<file path="src/rtl/mul_seq_pkg.sv">
// ---------------------------------------------------------------------------
// mul_seq_pkg
// Shared definitions for the iterative multiplier sequencing controller.
//   state_t           : controller state encodings (IDLE/LOAD/RUN/DONE)
//   MODE_R2 / MODE_R4 : multiplication mode constants (radix-2 / radix-4)
// ---------------------------------------------------------------------------
package mul_seq_pkg;

    typedef enum logic [1:0] {
        IDLE = 2'b00,
        LOAD = 2'b01,
        RUN  = 2'b10,
        DONE = 2'b11
    } state_t;

    localparam logic MODE_R2 = 1'b0;
    localparam logic MODE_R4 = 1'b1;

endpackage : mul_seq_pkg

</file>
<file path="src/rtl/mul_step_counter.sv">
// ---------------------------------------------------------------------------
// mul_step_counter
// Step counter for the multiplier sequencer. Counts completed iteration
// steps and flags when the count sits one below the target, so the
// controller can leave RUN on the step that reaches the target.
//   clk       in   clock
//   reset_n   in   asynchronous active-low reset
//   inc_i     in   count one step this cycle
//   clr_i     in   synchronous clear (wins over inc_i)
//   target_i  in   number of steps for the current operation
//   count_o   out  steps completed
//   term_o    out  count_o == target_i - 1
// ---------------------------------------------------------------------------
module mul_step_counter #(
    parameter int CNT_W = 6
) (
    input  logic             clk,
    input  logic             reset_n,
    input  logic             inc_i,
    input  logic             clr_i,
    input  logic [CNT_W-1:0] target_i,
    output logic [CNT_W-1:0] count_o,
    output logic             term_o
);

    localparam logic [CNT_W-1:0] ONE = {{(CNT_W-1){1'b0}}, 1'b1};

    logic [CNT_W-1:0] count_q;
    logic [CNT_W-1:0] count_d;

    always_comb begin
        count_d = count_q;
        if (clr_i) begin
            count_d = '0;
        end else if (inc_i) begin
            count_d = count_q + ONE;
        end
    end

    always_ff @(posedge clk or negedge reset_n) begin
        if (!reset_n) begin
            count_q <= '0;
        end else begin
            count_q <= count_d;
        end
    end

    assign count_o = count_q;
    assign term_o  = (count_q == (target_i - ONE));

endmodule : mul_step_counter

</file>
<file path="src/rtl/mul_seq_ctrl.sv">
// ---------------------------------------------------------------------------
// mul_seq_ctrl
// Sequencing controller for the iterative shift-add / Booth multiplier.
// A start in IDLE gives one LOAD cycle, then WIDTH (radix-2) or WIDTH/2
// (radix-4) step enables in RUN, then DONE is held until op_clear.
//
// Optional build macro: MUL_SEQ_EARLY_TERM_EN
//   When defined, a step taken while mplr_zero=1 finishes the operation
//   early. When undefined, mplr_zero is ignored (port kept for a fixed
//   interface).
//
// Ports:
//   clk        in   clock, rising edge
//   reset_n    in   asynchronous active-low reset
//   op_start   in   start request, sampled in IDLE only
//   op_clear   in   synchronous abort/clear, highest priority
//   mode       in   0 = radix-2, 1 = radix-4; latched on start
//   stall      in   datapath not ready; freezes RUN
//   mplr_zero  in   remaining multiplier bits are zero (early termination)
//   load       out  load operands (the LOAD cycle)
//   step_en    out  perform one iteration step
//   state      out  current state encoding (debug/status)
//   counter    out  steps completed
//   busy       out  high in LOAD or RUN
//   op_done    out  high in DONE
//   done_pulse out  one-cycle pulse on the first DONE cycle
//
// Handshake: step_en is the only step qualifier; the datapath performs a
// step on every cycle where step_en=1, and raising stall withholds step_en
// in that same cycle without losing progress.
// ---------------------------------------------------------------------------
module mul_seq_ctrl
    import mul_seq_pkg::*;
#(
    parameter int WIDTH = 32,
    parameter int CNT_W = 6
) (
    input  logic             clk,
    input  logic             reset_n,
    input  logic             op_start,
    input  logic             op_clear,
    input  logic             mode,
    input  logic             stall,
    input  logic             mplr_zero,
    output logic             load,
    output logic             step_en,
    output logic [1:0]       state,
    output logic [CNT_W-1:0] counter,
    output logic             busy,
    output logic             op_done,
    output logic             done_pulse
);

    localparam logic [CNT_W-1:0] T_R2 = CNT_W'(WIDTH);
    localparam logic [CNT_W-1:0] T_R4 = CNT_W'(WIDTH / 2);

    state_t           state_q;
    logic             mode_q;
    logic             done_pulse_q;
    logic [CNT_W-1:0] target;
    logic [CNT_W-1:0] cnt_value;
    logic             cnt_term;
    logic             cnt_clr;
    logic             finish;

    assign target = (mode_q == MODE_R4) ? T_R4 : T_R2;

    // op_clear masks the datapath strobes in the cycle it is asserted.
    assign load    = (state_q == LOAD) && !op_clear;
    assign step_en = (state_q == RUN) && !stall && !op_clear;

    // Holding the counter clear in IDLE keeps it at zero for a fresh start.
    assign cnt_clr = op_clear || (state_q == IDLE);

`ifdef MUL_SEQ_EARLY_TERM_EN
    assign finish = step_en && (cnt_term || mplr_zero);
`else
    logic unused_mplr_zero;
    assign unused_mplr_zero = mplr_zero;
    assign finish = step_en && cnt_term;
`endif

    mul_step_counter #(
        .CNT_W(CNT_W)
    ) u_step_counter (
        .clk      (clk),
        .reset_n  (reset_n),
        .inc_i    (step_en),
        .clr_i    (cnt_clr),
        .target_i (target),
        .count_o  (cnt_value),
        .term_o   (cnt_term)
    );

    always_ff @(posedge clk or negedge reset_n) begin
        if (!reset_n) begin
            state_q      <= IDLE;
            mode_q       <= MODE_R2;
            done_pulse_q <= 1'b0;
        end else begin
            done_pulse_q <= 1'b0;
            if (op_clear) begin
                state_q <= IDLE;
            end else begin
                case (state_q)
                    IDLE: begin
                        if (op_start) begin
                            state_q <= LOAD;
                            mode_q  <= mode;
                        end
                    end
                    LOAD: state_q <= RUN;
                    RUN: begin
                        if (finish) begin
                            state_q      <= DONE;
                            done_pulse_q <= 1'b1;
                        end
                    end
                    DONE:    state_q <= DONE;
                    default: state_q <= IDLE;
                endcase
            end
        end
    end

    assign state      = state_q;
    assign counter    = cnt_value;
    assign busy       = (state_q == LOAD) || (state_q == RUN);
    assign op_done    = (state_q == DONE);
    assign done_pulse = done_pulse_q;

endmodule : mul_seq_ctrl

</file>
<file path="config.mk">
export PLATFORM = sky130hd
export DESIGN_NAME = mul_seq_ctrl
export DESIGN_NICKNAME = d
export VERILOG_FILES = /design/src/rtl/mul_seq_pkg.sv /design/src/rtl/mul_step_counter.sv /design/src/rtl/mul_seq_ctrl.sv
export SDC_FILE = /design/constraint.sdc
export NUM_CORES = 1
export LEC_CHECK = 0
export CAP_MARGIN = 30
export CORE_MARGIN = 2
export CORE_UTILIZATION = 45
export CTS_BUF_LIST = sky130_fd_sc_hd__clkbuf_2 sky130_fd_sc_hd__clkbuf_4 sky130_fd_sc_hd__clkbuf_8
export CTS_CLUSTER_DIAMETER = 60
export DETAILED_ROUTE_END_ITERATION = 12
export PLACE_DENSITY_LB_ADDON = 0.1
export SLEW_MARGIN = 40
export SYNTH_ARGS = -nofsm -noshare
export SYNTH_HDL_FRONTEND = slang
export SYNTH_SLANG_ARGS = --single-unit
</file>
<file path="constraint.sdc">
create_clock -name clk -period 2.4 [get_ports clk]
set_clock_uncertainty 0.1 [all_clocks]
set_input_delay 0.36 -clock clk [delete_from_list [all_inputs] [get_ports clk]]
set_output_delay 0.36 -clock clk [all_outputs]
set_load 0.01 [all_outputs]
</file>
# After elaboration in Yosys (flattened, before gate mapping)
# Index checks and enable logic that the tools add are counted.
# word_totals
reg_bits	10
output_inout_bits	13
inputBits	7
wordCells	35
# op_classes
add_sub_neg	2
n_mux	10
n_eq_ne	6
n_reduce_logical	12
bitwise_logic	1
# ops
operator	n
6-bit two-way mux	3
2-bit one-hot mux with 4 select lines	1
6-bit by 1-bit adder with 6-bit output (second input constant)	1
6-bit equality test	1
2-bit two-way mux	3
3-bit inequality test (second input constant)	2
6-bit by 1-bit subtractor with 6-bit output (second input constant)	1
2-bit equality test (second input constant)	2
1-bit logical AND	4
1-bit two-way mux	3
3-bit AND reduction	1
2-bit by 1-bit equality test with 1-bit output (second input constant)	1
1-bit logical NOT	2
2-bit logical NOT	1
1-bit logical OR	2
2-bit AND reduction	1
2-bit nonzero test	1
1-bit inverter	1

# Logic depth before layout (Yosys ltp)
# Gate-level depths: netlist of run 1.
# logic_depth
word_depth	7
ltp_mapped	6
depth_no_buf	6

# By module
# From an unflattened synthesis of run 1, not the netlist that was laid out.
# hier_totals
hier_cells	77
hier_area_um2	737.0
# by_module_without_submodules
mod	cells_per_inst	seq_area_each_um2	area_per_inst_um2	instances
mul_step_counter	47	150.1	429.2	1
mul_seq_ctrl	30	100.1	307.8	1

# Worst setup path before layout of run 1
# No wires, ideal clock.
# synth_path
path_type	flip-flop to flip-flop
from	register state_q[0], in the netlist state[0]
to	register state_q[0], in the netlist state[0]
arrival_ns	1.665
slack_ns	0.510
t_required_ns	2.175
path_stages_with_launch	7
path_cell_list	dfrtp_1 > inv_1 > ha_1 > nand4bb_1 > o41ai_2 > o21ai_2 > mux2_4
# synth_between
elab_chain_cells	6
# synth_rtl
element	line	rtl
from (decl)	mul_seq_ctrl.sv:57	state_t state_q;
from (signal assigned)	mul_seq_ctrl.sv:97	state_q <= IDLE;
from (signal assigned)	mul_seq_ctrl.sv:103	state_q <= IDLE;
from (signal assigned)	mul_seq_ctrl.sv:108	state_q <= LOAD;
2-bit equality test	mul_seq_ctrl.sv:70, mul_seq_ctrl.sv:105	
1-bit logical AND (2 in series)	mul_seq_ctrl.sv:70	assign step_en = (state_q == RUN) && !stall && !op_clear;
1-bit logical AND	mul_seq_ctrl.sv:80	assign finish = step_en && cnt_term;
3-bit inequality test (no line)	n/a	
2-bit AND reduction (no line)	n/a	
# Parallel ways exist; a longest one is shown, timed or not.
# A chain may end at the register's enable or synchronous reset.

# Worst setup path after layout of run 1
# layout_path
from	register state_q[0], in the netlist state[0]
to	output port step_en
# layout_between
elab_chain_cells	3
# layout_rtl
element	line	rtl
2-bit equality test	mul_seq_ctrl.sv:70	
1-bit logical AND (2 in series)	mul_seq_ctrl.sv:70	
to (decl)	mul_seq_ctrl.sv:46	output logic step_en,
# Every way passes these cells.

==> summary.md, run 1 <==
| Metric | Value |
|---|---|
| DP HPWL | 839 um |
| Worst hold path type | in2async |
| Max rail drop VDD | 442 uV |
| Area Growth Syn to Fin | 39.3% |
| Cell area after layout | 825 um2 |
| Drt first pass iters | 3 |
| Die Span X | 40.3 um |
| Most frequent cells in the layout | clkdlybuf4s50_1 (18), nor2_1 (9), dfrtp_1 (9) |
| Routed Antenna Nets | 0 |
| Overflow after GRT | 0 |
| Area after DPL | 798 um2 |
| WL final | 1.01 mm |
| Setup bufs post-CTS | 0 |
| Final worst-path cycle share | 94.0% |
| Num Clock Sinks | 10 |
| Worst flop-to-flop path endpoint | state[0] |
| Cell Rows | 13 |
| Final nets | 93 |
| Unrepaired setup endpoints after global routing | no |
| Final setup fails | 0 |
| Syn_nets | 69 |
| Fin Setup TNS | 0 ns |
| I/O pin cnt | 20 |
| Most common cell after layout, fill and taps aside | clkdlybuf4s50_1 |
| Root Driver | clkbuf_4 |
| Initial antenna violation count | 0 |
| CP Max Fanout | 5 |
| Sequential share of the synthesized area | 42.3% |
| Via count | 464 |
| Reg-to-Reg Start | state[0] |
| Cell taking the most area after synthesis | dfrtp_1 |
| Die H | 40.3 um |
| First-pass GRT wire length | 1.52 mm |
| DR DRC count | 0 |
| Status | finished clean |
| Initial Utilization | 46.6% |
| Share of cells above drive strength 1 | 16.7% |
| Num CTS Buffers | 3 |
| Post-synthesis cell count | 56 |
| Required @ worst endpoint | 1.94 ns |
| Clk buf depth | 2 |
| Drt wl/cell | 10.9 um |
| CTS H-Tree Depth | 1 |
| Number of buffers added on ports | 18 |
| Fill cells | 126 |
| Top-area cell type share of the netlist area | 42.3% |
| Placer Congestion | 0.684 |
| Skew-Pair Late Insertion Delay | 0.26 ns |
| Worst Setup Path Type | reg2out |
| Largest net degree at the start of global routing | 11 |
| Worst Tran Pin Value | 0.455 ns |
| R2r setup slk | 0.49 ns |
| R2r worst-path depth | 6 |
| Die ar. | 1620 um2 |
| Power Density | 746 nW/um2 |
| Core Box Area | 1270 um2 |
| Leak | 0.000368 uW |
| Post-Place Cells | 90 |
| Crit path capture type | output pin |
| Max-Cap Viols | 0 |
| Syn Area/Cell | 10.6 um2 |
| CP arrival | 1.80 ns |
| Final non-filler cell total | 93 |
| CTS tree | built |
| Warnings from Yosys | 0 |
| Tmin final | 2.26 ns |
| Drt first-iter violations | 3 |
| Synth area leaders | dfrtp_1 (42%), ha_1 (13%), xor2_1 (5.9%) |
| Worst-path clk slew | 0.06 ns |
| Ant diodes | 0 |
| CP startpoint kind | register |
| CTS Hold Bufs | 0 |
| Vias per cell | 4.99 |
| GRT Util Overall | 14.7% |
| FF+latch count, synth | 10 |
| Post-Syn Area | 592 um2 |
| Relative slew margins | 69.5% |
| Slew Viols, Final | 0 |
| Upper clock frequency limit | 443 MHz |
| Vias in the first global route | 389 |
| Hold Fails Final Rpt | 0 |
| Netlist cell types | 22 |
## layout make-up
| cell class | instances | area, um2 | area share [%] |
|---|---|---|---|
| Inverter | 4 | 15.0 | 1.82 |
| Clock buffer | 3 | 22.5 | 2.73 |
| Multi-Input combinational cell | 42 | 329 | 39.9 |
| Sequential cell | 10 | 251 | 30.5 |
| Tap cell | 15 | 18.8 | 2.28 |
| Timing Repair Buffer | 19 | 188 | 22.8 |
## per-stage QoR
step                setup WS [ns]  hold WS (ns)  total power [uW]  utilization [%]
CTS                        0.0499         0.326               623             64.7
global route               0.0397         0.340               667             65.0
finish                      0.143         0.319               615             65.0
detailed placement          0.185         0.426               510             62.9
floorplan                   0.510       -0.0356               393                -
global placement            0.202         0.416               506             62.9
## how the worst max path moves through the flow
stage                        start       end  slack [ns]  depth (start not counted)
after global routing      state[0]   step_en        0.04                          5
final                     state[0]   step_en        0.14                          5
after floorplan           state[0]  state[0]        0.51                          6
after CTS                 state[0]   step_en        0.05                          5
after global placement    op_clear  state[0]        0.20                          5
after detailed placement  op_clear  state[0]        0.18                          5
## state kept, by name (all words and copies together) (netlist names)
| signal | flops |
|---|---|
| u_step_counter.count_o | 6 |
| state | 2 |
| done_pulse | 1 |
| mode_q | 1 |
## Yosys cell counts (all sizes together)
| cell | count |
|---|---|
| mux2i | 1 |
| and2b | 1 |
| ha | 6 |
| inv | 4 |
| nand4bb | 1 |
| and4bb | 1 |
| nor2 | 9 |
| nor2b | 1 |
| a32o | 1 |
| xor2 | 4 |
| nand2 | 4 |
| o21ai | 1 |
| nand3 | 2 |
| o41ai | 1 |
| nor3 | 1 |
| xnor2 | 2 |
| and3 | 1 |
| and2 | 2 |
| mux2 | 2 |
| dfrtp | 10 |
| nand4 | 1 |
## layer usage
metal / share of wire, % / global-route usage (%) / vias to the layer above
met5: 0 / 0 / -
met4: 0.39 / 7.50 / 0
met3: 4.9 / 5.00 / 2
met2: 50 / 22.6 / 12
met1: 45 / 18.0 / 215
li1: - / - / 235
## worst max-delay path: stages (launching register included)
cell,delay (ns)
dfrtp_2,0.44
inv_2,0.08
ha_2,0.20
nor2b_1,0.16
and2_1,0.13
clkdlybuf4s50_1,0.52
## power breakdown
| part | total, uW | leakage (uW) | switching (uW) | internal, uW |
|---|---|---|---|---|
| clock network | 110 | 0.0000138 | 51.9 | 57.7 |
| registers | 225 | 0.000134 | 29.7 | 195 |
| logic | 281 | 0.000220 | 121 | 159 |
## cell families (layout without fill, tap and decap cells)
logic type / after synthesis / after routing / share of synthesized area (%)
simple gates: 24 / 24 / 21.4
flops: 10 / 10 / 42.3
fa+ha+maj: 6 / 6 / 12.7
xor+xnor: 6 / 6 / 8.88
buf+inv: 4 / 26 / 2.54
compound gates: 3 / 3 / 6.13
mux: 3 / 3 / 6.13
## what timing repair did
action                     in CTS  in global routing
setup endpoints to repair       0                  1
hold endpoints to repair        0                  0
resized for setup               0                  3
Note: power is estimated with default switching activity, not from simulation.
==> run 2, diff against run 1 <==
--- a/config.mk
+++ b/config.mk
@@ -7,7 +7,7 @@
 export LEC_CHECK = 0
 export CAP_MARGIN = 30
 export CORE_MARGIN = 2
-export CORE_UTILIZATION = 45
+export CORE_UTILIZATION = 49
 export CTS_BUF_LIST = sky130_fd_sc_hd__clkbuf_2 sky130_fd_sc_hd__clkbuf_4 sky130_fd_sc_hd__clkbuf_8
 export CTS_CLUSTER_DIAMETER = 60
 export DETAILED_ROUTE_END_ITERATION = 12
@@ -15,4 +15,5 @@
 export SLEW_MARGIN = 40
 export SYNTH_ARGS = -nofsm -noshare
 export SYNTH_HDL_FRONTEND = slang
+export SYNTH_HIERARCHICAL = 1
 export SYNTH_SLANG_ARGS = --single-unit
==> summary.md, run 2 <==
| Metric | Value |
|---|---|
| Num CTS Buffers | 3 |
| Setup bufs post-CTS | 0 |
| GRT Util Overall | 17.7% |
| CTS tree | built |
| Final setup fails | 0 |
| CP Buf/Inv Count | 2 |
| DP HPWL | 1.10 mm |
| Top layer in use | met4 |
| Sequential share of the synthesized area | 34.0% |
| Cell taking the most area after synthesis | dfrtp_1 |
| Drt first pass iters | 4 |
| Synth area leaders | dfrtp_1 (34%), ha_1 (14%), xor2_1 (9.5%) |
| Drt first-iter violations | 8 |
| Reg-to-Reg Start | u_step_counter/count_o[3] |
| Status | finished clean |
| Initial antenna violation count | 0 |
| Upper clock frequency limit | 435 MHz |
| I/O pin cnt | 20 |
| CP max stage delay | 0.58 ns |
| Drt wl/cell | 10.8 um |
| Tmin final | 2.30 ns |
| Post-synth top cells | dfrtp_1 (10), nor2_1 (10), ha_1 (8), xor2_1 (8), inv_1 (6) |
| DR WL met2 | 710 um |
| Routed Antenna Nets | 0 |
| PostCTS Resize Cnt | 1 |
| Clk buf depth | 2 |
| Met3 wire len | 44 um |
| Vias in the first global route | 561 |
| Fill cells | 109 |
| CP startpoint kind | register |
| DR DRC count | 0 |
| Post-synth top flop | dfrtp_1 |
| Required @ worst endpoint | 1.94 ns |
| Die ar. | 1830 um2 |
| CP arrival | 1.84 ns |
| DRT met1 WL | 610 um |
| First-pass GRT wire length | 2.44 mm |
| Final worst-path cycle share | 95.7% |
| Area Growth Syn to Fin | 37.9% |
| Unrepaired setup endpoints after global routing | no |
| Initial Utilization | 54.6% |
| Netlist cell types | 30 |
| FF+latch count, synth | 10 |
| Most frequent cells in the layout | clkdlybuf4s50_1 (18), conb_1 (14), nor2_1 (10), dfrtp_1 (10) |
| Num Clock Sinks | 10 |
| Syn Area/Cell | 9.57 um2 |
| Crit path to | step_en |
| Share of cells above drive strength 1 | 9.82% |
| Multi-input gate area | 507 um2 |
| CP Max Fanout | 5 |
| Post-synthesis cell count | 77 |
| Slew Viols, Final | 0 |
| R2r worst-path depth | 7 |
| Worst Setup SP | state[0] |
| Vias per cell | 4.79 |
| Die Span X | 42.8 um |
| Number of buffers added on ports | 18 |
| Hold Fails Final Rpt | 0 |
| Slowest cell on the critical path | clkdlybuf4s50_1 |
| Core Box Area | 1350 um2 |
| Final nets | 129 |
| Worst-path clk slew | 0.07 ns |
| Crit path capture type | output pin |
| Overflow after GRT | 0 |
| Max-Cap Viols | 0 |
| Placer Congestion | 0.734 |
| Fin Setup TNS | 0 ns |
| Max FFs per register | 6 |
| Ant diodes | 0 |
| Area after DPL | 988 um2 |
| CTS Hold Bufs | 0 |
| Post-Syn Area | 737 um2 |
| Root Driver | clkbuf_4 |
| Leak | 0.000471 uW |
| Worst Setup Path Type | reg2out |
| Max rail drop VDD | 514 uV |
| Number of synthesized flops with an enable pin | 0 |
| Warnings from Yosys | 6 |
| Power Density | 660 nW/um2 |
| Skew-Pair Late Insertion Delay | 0.26 ns |
| CP Depth | 4 |
| Fraction of registers with async set/reset | 100% |
| Worst flop-to-flop path endpoint | state[0] |
| Family with the most delay on the worst path | buffers and inverters |
| Storage cell area | 250 um2 |
| Die H | 42.8 um |
| Largest net degree at the start of global routing | 11 |
| WL final | 1.38 mm |
| Via count | 608 |
| Worst hold path type | in2async |
| CTS H-Tree Depth | 1 |
| Most common cell after layout, fill and taps aside | clkdlybuf4s50_1 |
| R2r setup slk | 0.21 ns |
| Cell Rows | 13 |
| Cells along the critical path | inv_1 -> ha_1 -> nor3b_2 -> clkdlybuf4s50_1 |
| Top-area cell type share of the netlist area | 34.0% |
| Cell area after layout | 1020 um2 |
[run 2: cell types whose count changed after synthesis, sizes merged, moves of 2 or more]
cell    before  now
inv          4    6
nand4        1    3
nand2b       0    2
ha           6    8
xor2         4    8
nor3         1    3
a21oi        0    3
[run 2: worst register-to-register path: cells and delay by family (launching register included)]
family,cells,cell delay (ns)
simple gates,3,0.66
compound gates,1,0.20
xor+xnor,2,0.34
flops,1,0.44
mux,1,0.33
[run 2: logic make-up after synthesis]
group,after synthesis,synth area share [%]
AND/OR/NAND/NOR,30,22.6
flip-flops,10,34.0
XOR/XNOR,11,13.1
other,1,0.509
multiplexers,4,5.94
AO/OA/AOI/OAI,6,5.77
adder cells (fa/ha/maj),8,13.6
buffers and inverters,7,4.58
[run 2: final cells by class]
cell class,count,area share (%)
Multi-Input combinational cell,73,49.9
Sequential cell,10,24.6
Timing Repair Buffer,20,19.2
Clock buffer,3,2.22
Inverter,6,2.22
Tap cell,15,1.85
[run 2: stage by stage]
stage | utilization [%] | setup slack [ns] | std cells | hold WS [ns] | power, uW
6_report | 75.3 | 0.103 | 127 | 0.306 | 670
5_1_grt | 75.3 | 0.00413 | 127 | 0.347 | 720
4_1_cts | 75.3 | 0.0603 | 127 | 0.318 | 676
3_5_place_dp | 73.2 | 0.201 | 124 | 0.487 | 555
3_3_place_gp | 73.2 | 0.188 | 124 | 0.478 | 545
2_1_floorplan | - | 0.0230 | 90 | -0.0356 | 426
[run 2: worst min path at each step]
stage                                         start                   endpoint  slack [ns]  depth (start not counted)
after floorplan                             reset_n                 done_pulse       -0.04                          0
after global placement    u_step_counter/count_o[5]  u_step_counter/count_o[5]        0.48                          2
after detailed placement  u_step_counter/count_o[5]  u_step_counter/count_o[5]        0.49                          2
after CTS                                   reset_n                     mode_q        0.32                          1
after global routing                        reset_n                     mode_q        0.35                          1
final                                       reset_n                     mode_q        0.31                          1
[run 2: metal layers]
metal | up-vias | track usage, %
met5 | - | 0
met4 | 0 | 7.50
li1 | 309 | -
met2 | 10 | 29.1
met1 | 287 | 22.9
met3 | 2 | 2.55
[run 2: report_power, final]
part           total, uW  leakage [uW]  switching [uW]  internal, uW
sequential           224      0.000136            30.7           193
clock                118     0.0000138            59.7          57.9
combinational        329      0.000321             155           173
total                670      0.000471             246           424
==> run 3, diff against run 2 <==
--- a/config.mk
+++ b/config.mk
@@ -5,13 +5,15 @@
 export SDC_FILE = /design/constraint.sdc
 export NUM_CORES = 1
 export LEC_CHECK = 0
+export ABC_AREA = 1
 export CAP_MARGIN = 30
 export CORE_MARGIN = 2
-export CORE_UTILIZATION = 49
+export CORE_UTILIZATION = 55
 export CTS_BUF_LIST = sky130_fd_sc_hd__clkbuf_2 sky130_fd_sc_hd__clkbuf_4 sky130_fd_sc_hd__clkbuf_8
 export CTS_CLUSTER_DIAMETER = 60
 export DETAILED_ROUTE_END_ITERATION = 12
 export PLACE_DENSITY_LB_ADDON = 0.1
+export REMOVE_ABC_BUFFERS = 1
 export SLEW_MARGIN = 40
 export SYNTH_ARGS = -nofsm -noshare
 export SYNTH_HDL_FRONTEND = slang
==> constraint.sdc (replaced) <==
create_clock -name clk -period 2.75 [get_ports clk]
set_clock_uncertainty 0.1 [all_clocks]
set_input_delay 0.4125 -clock clk [delete_from_list [all_inputs] [get_ports clk]]
set_output_delay 0.4125 -clock clk [all_outputs]
set_load 0.01 [all_outputs]
==> summary.md, run 3 <==
| Metric | Value |
|---|---|
| Most frequent cells in the layout | nand2_1 (35), inv_1 (18), clkdlybuf4s50_1 (18) |
| Leak | 0.000614 uW |
| Overflow after GRT | 0 |
| Drt first-iter violations | 12 |
| Setup bufs post-CTS | 0 |
| Status | finished clean |
| Worst flop-to-flop path endpoint | u_step_counter/count_o[4] |
| Worst hold slack | 0.359 ns |
| Final setup fails | 0 |
| Sw frac | 39.7% |
| WL final | 1.86 mm |
| Placer Congestion | 0.816 |
| R2r setup slk | 0.69 ns |
| Initial antenna violation count | 0 |
| CTS Hold Bufs | 0 |
| Final nets | 180 |
| Sequential Power Share | 30.5% |
| Vias per cell | 4.79 |
| Initial Utilization | 58.6% |
| CTS H-Tree Depth | 1 |
| Reg-to-Reg Start | state[0] |
| Fraction of registers with async set/reset | 100% |
| Synth area leaders | dfrtp_1 (28%), nand2_1 (15%), ha_1 (11%) |
| Post-synthesis cell count | 129 |
| R2r worst-path depth | 12 |
| Share of cells above drive strength 1 | 14.0% |
| CP Max Fanout | 6 |
| Via count | 862 |
| Clock group share of total power | 20.4% |
| Tmin final | 2.54 ns |
| Power Density | 559 nW/um2 |
| Die ar. | 1940 um2 |
| Setup WS pre-CTS | 0.410 ns |
| Core Box Area | 1510 um2 |
| Worst-path clk slew | 0.07 ns |
| Sequential share of the synthesized area | 28.4% |
| GRT Util Overall | 22.5% |
| Drt wl/cell | 10.3 um |
| FF+latch count, synth | 10 |
| Combinational share of power | 49.1% |
| Area Growth Syn to Fin | 32.3% |
| Max FFs per register | 6 |
| Upper clock frequency limit | 394 MHz |
| Fill cells | 116 |
| Vias in the first global route | 817 |
| Area after DPL | 1130 um2 |
| Number of buffers added on ports | 18 |
| Cell with the most instances after synthesis | nand2_1 |
| DP HPWL | 1.53 mm |
| Cell taking the most area after synthesis | dfrtp_1 |
| Warnings from Yosys | 6 |
| Hold Fails Final Rpt | 0 |
| Worst Setup Path Type | reg2out |
| Multi-input gate area | 576 um2 |
| Netlist cell types | 22 |
| Clk buf depth | 2 |
| Post-synth top flop | dfrtp_1 |
| Number of synthesized flops with an enable pin | 0 |
| Num CTS Buffers | 3 |
| Required @ worst endpoint | 2.24 ns |
| Worst Setup SP | state[0] |
| PostCTS Resize Cnt | 0 |
| DR DRC count | 0 |
| Internal power | 393 uW |
| Crit path capture type | output pin |
| Unrepaired setup endpoints after global routing | no |
| Ant diodes | 0 |
| Die H | 44.0 um |
| CP arrival | 2.02 ns |
| Net Switching | 259 uW |
| Slew Viols, Final | 0 |
| Post-Syn Area | 882 um2 |
| Setup ws final | 0.214 ns |
| Fin Setup TNS | 0 ns |
| Storage cell area | 250 um2 |
| Drt first pass iters | 4 |
| Largest net degree at the start of global routing | 11 |
| Power, Total | 653 uW |
| Cell Rows | 14 |
| I/O pin cnt | 20 |
| Skew-Pair Late Insertion Delay | 0.27 ns |
| Max rail drop VDD | 666 uV |
| Max-Cap Viols | 0 |
| Worst hold path type | in2async |
| CTS tree | built |
| Cell area after layout | 1170 um2 |
| CP startpoint kind | register |
| Routed Antenna Nets | 0 |
| Die Span X | 44.0 um |
| Top-area cell type share of the netlist area | 28.4% |
| Syn Area/Cell | 6.84 um2 |
| Final worst-path cycle share | 92.2% |
| First-pass GRT wire length | 3.26 mm |
| Most common cell after layout, fill and taps aside | nand2_1 |
| Root Driver | clkbuf_4 |
| Num Clock Sinks | 10 |
| Post-synth top cells | nand2_1 (35), inv_1 (18), nand3_1 (14) |
run 3: worst max path at each step:
| stage | endpoint | slack, ns | depth (start not counted) |
|---|---|---|---|
| detailed placement | step_en | 0.41 | 3 |
| global placement | step_en | 0.41 | 3 |
| CTS | step_en | 0.19 | 5 |
| global route | step_en | 0.05 | 5 |
| floorplan | u_step_counter/count_o[4] | 0.67 | 11 |
| finish | step_en | 0.21 | 5 |
run 3: final cells by class:
type	instances	area share (%)
sequential	10	21.4
timing repair buffer	20	16.7
inverter	24	7.72
multi-input combinational	106	49.3
tap	16	1.71
clock buffer	4	3.11
run 3: cells by family after synthesis:
family / after synthesis / share of synthesized area [%]
DFF: 10 / 28.4
and+or+nand+nor: 76 / 40.1
other: 1 / 0.425
AOI/OAI and AO/OA: 6 / 5.25
xor gates and xnor gates: 3 / 2.98
adders and majority gates: 8 / 11.3
buffers and inverters: 25 / 11.5
run 3: through the flow:
step / instances / util [%]
final: 180 / 77.5
after floorplan: 140 / -
after global placement: 176 / 75.1
after detailed placement: 176 / 75.1
after global routing: 180 / 77.5
after CTS: 180 / 77.5
run 3: power by group through the flow:
stage	combinational, uW	sequential, uW	clock (uW)
final	321	199	133
after global routing	370	204	143
after CTS	322	199	136
after detailed placement	318	201	0
after global placement	312	200	0
after floorplan	202	201	0
run 3: layer usage:
layer  part of all wire, %  global-route usage (%)  wire, um
met1                    41                    24.5       767
met2                    53                    41.2       993
met3                   3.3                    3.27        61
met4                   2.0                    12.7        38
met5                     0                       0         0
run 3: critical path, stage by stage (launching register included):
cell and delay [ns]:
dfrtp_1 0.45, inv_1 0.13, ha_1 0.23, inv_1 0.08, nor3_1 0.26, clkdlybuf4s50_1 0.60
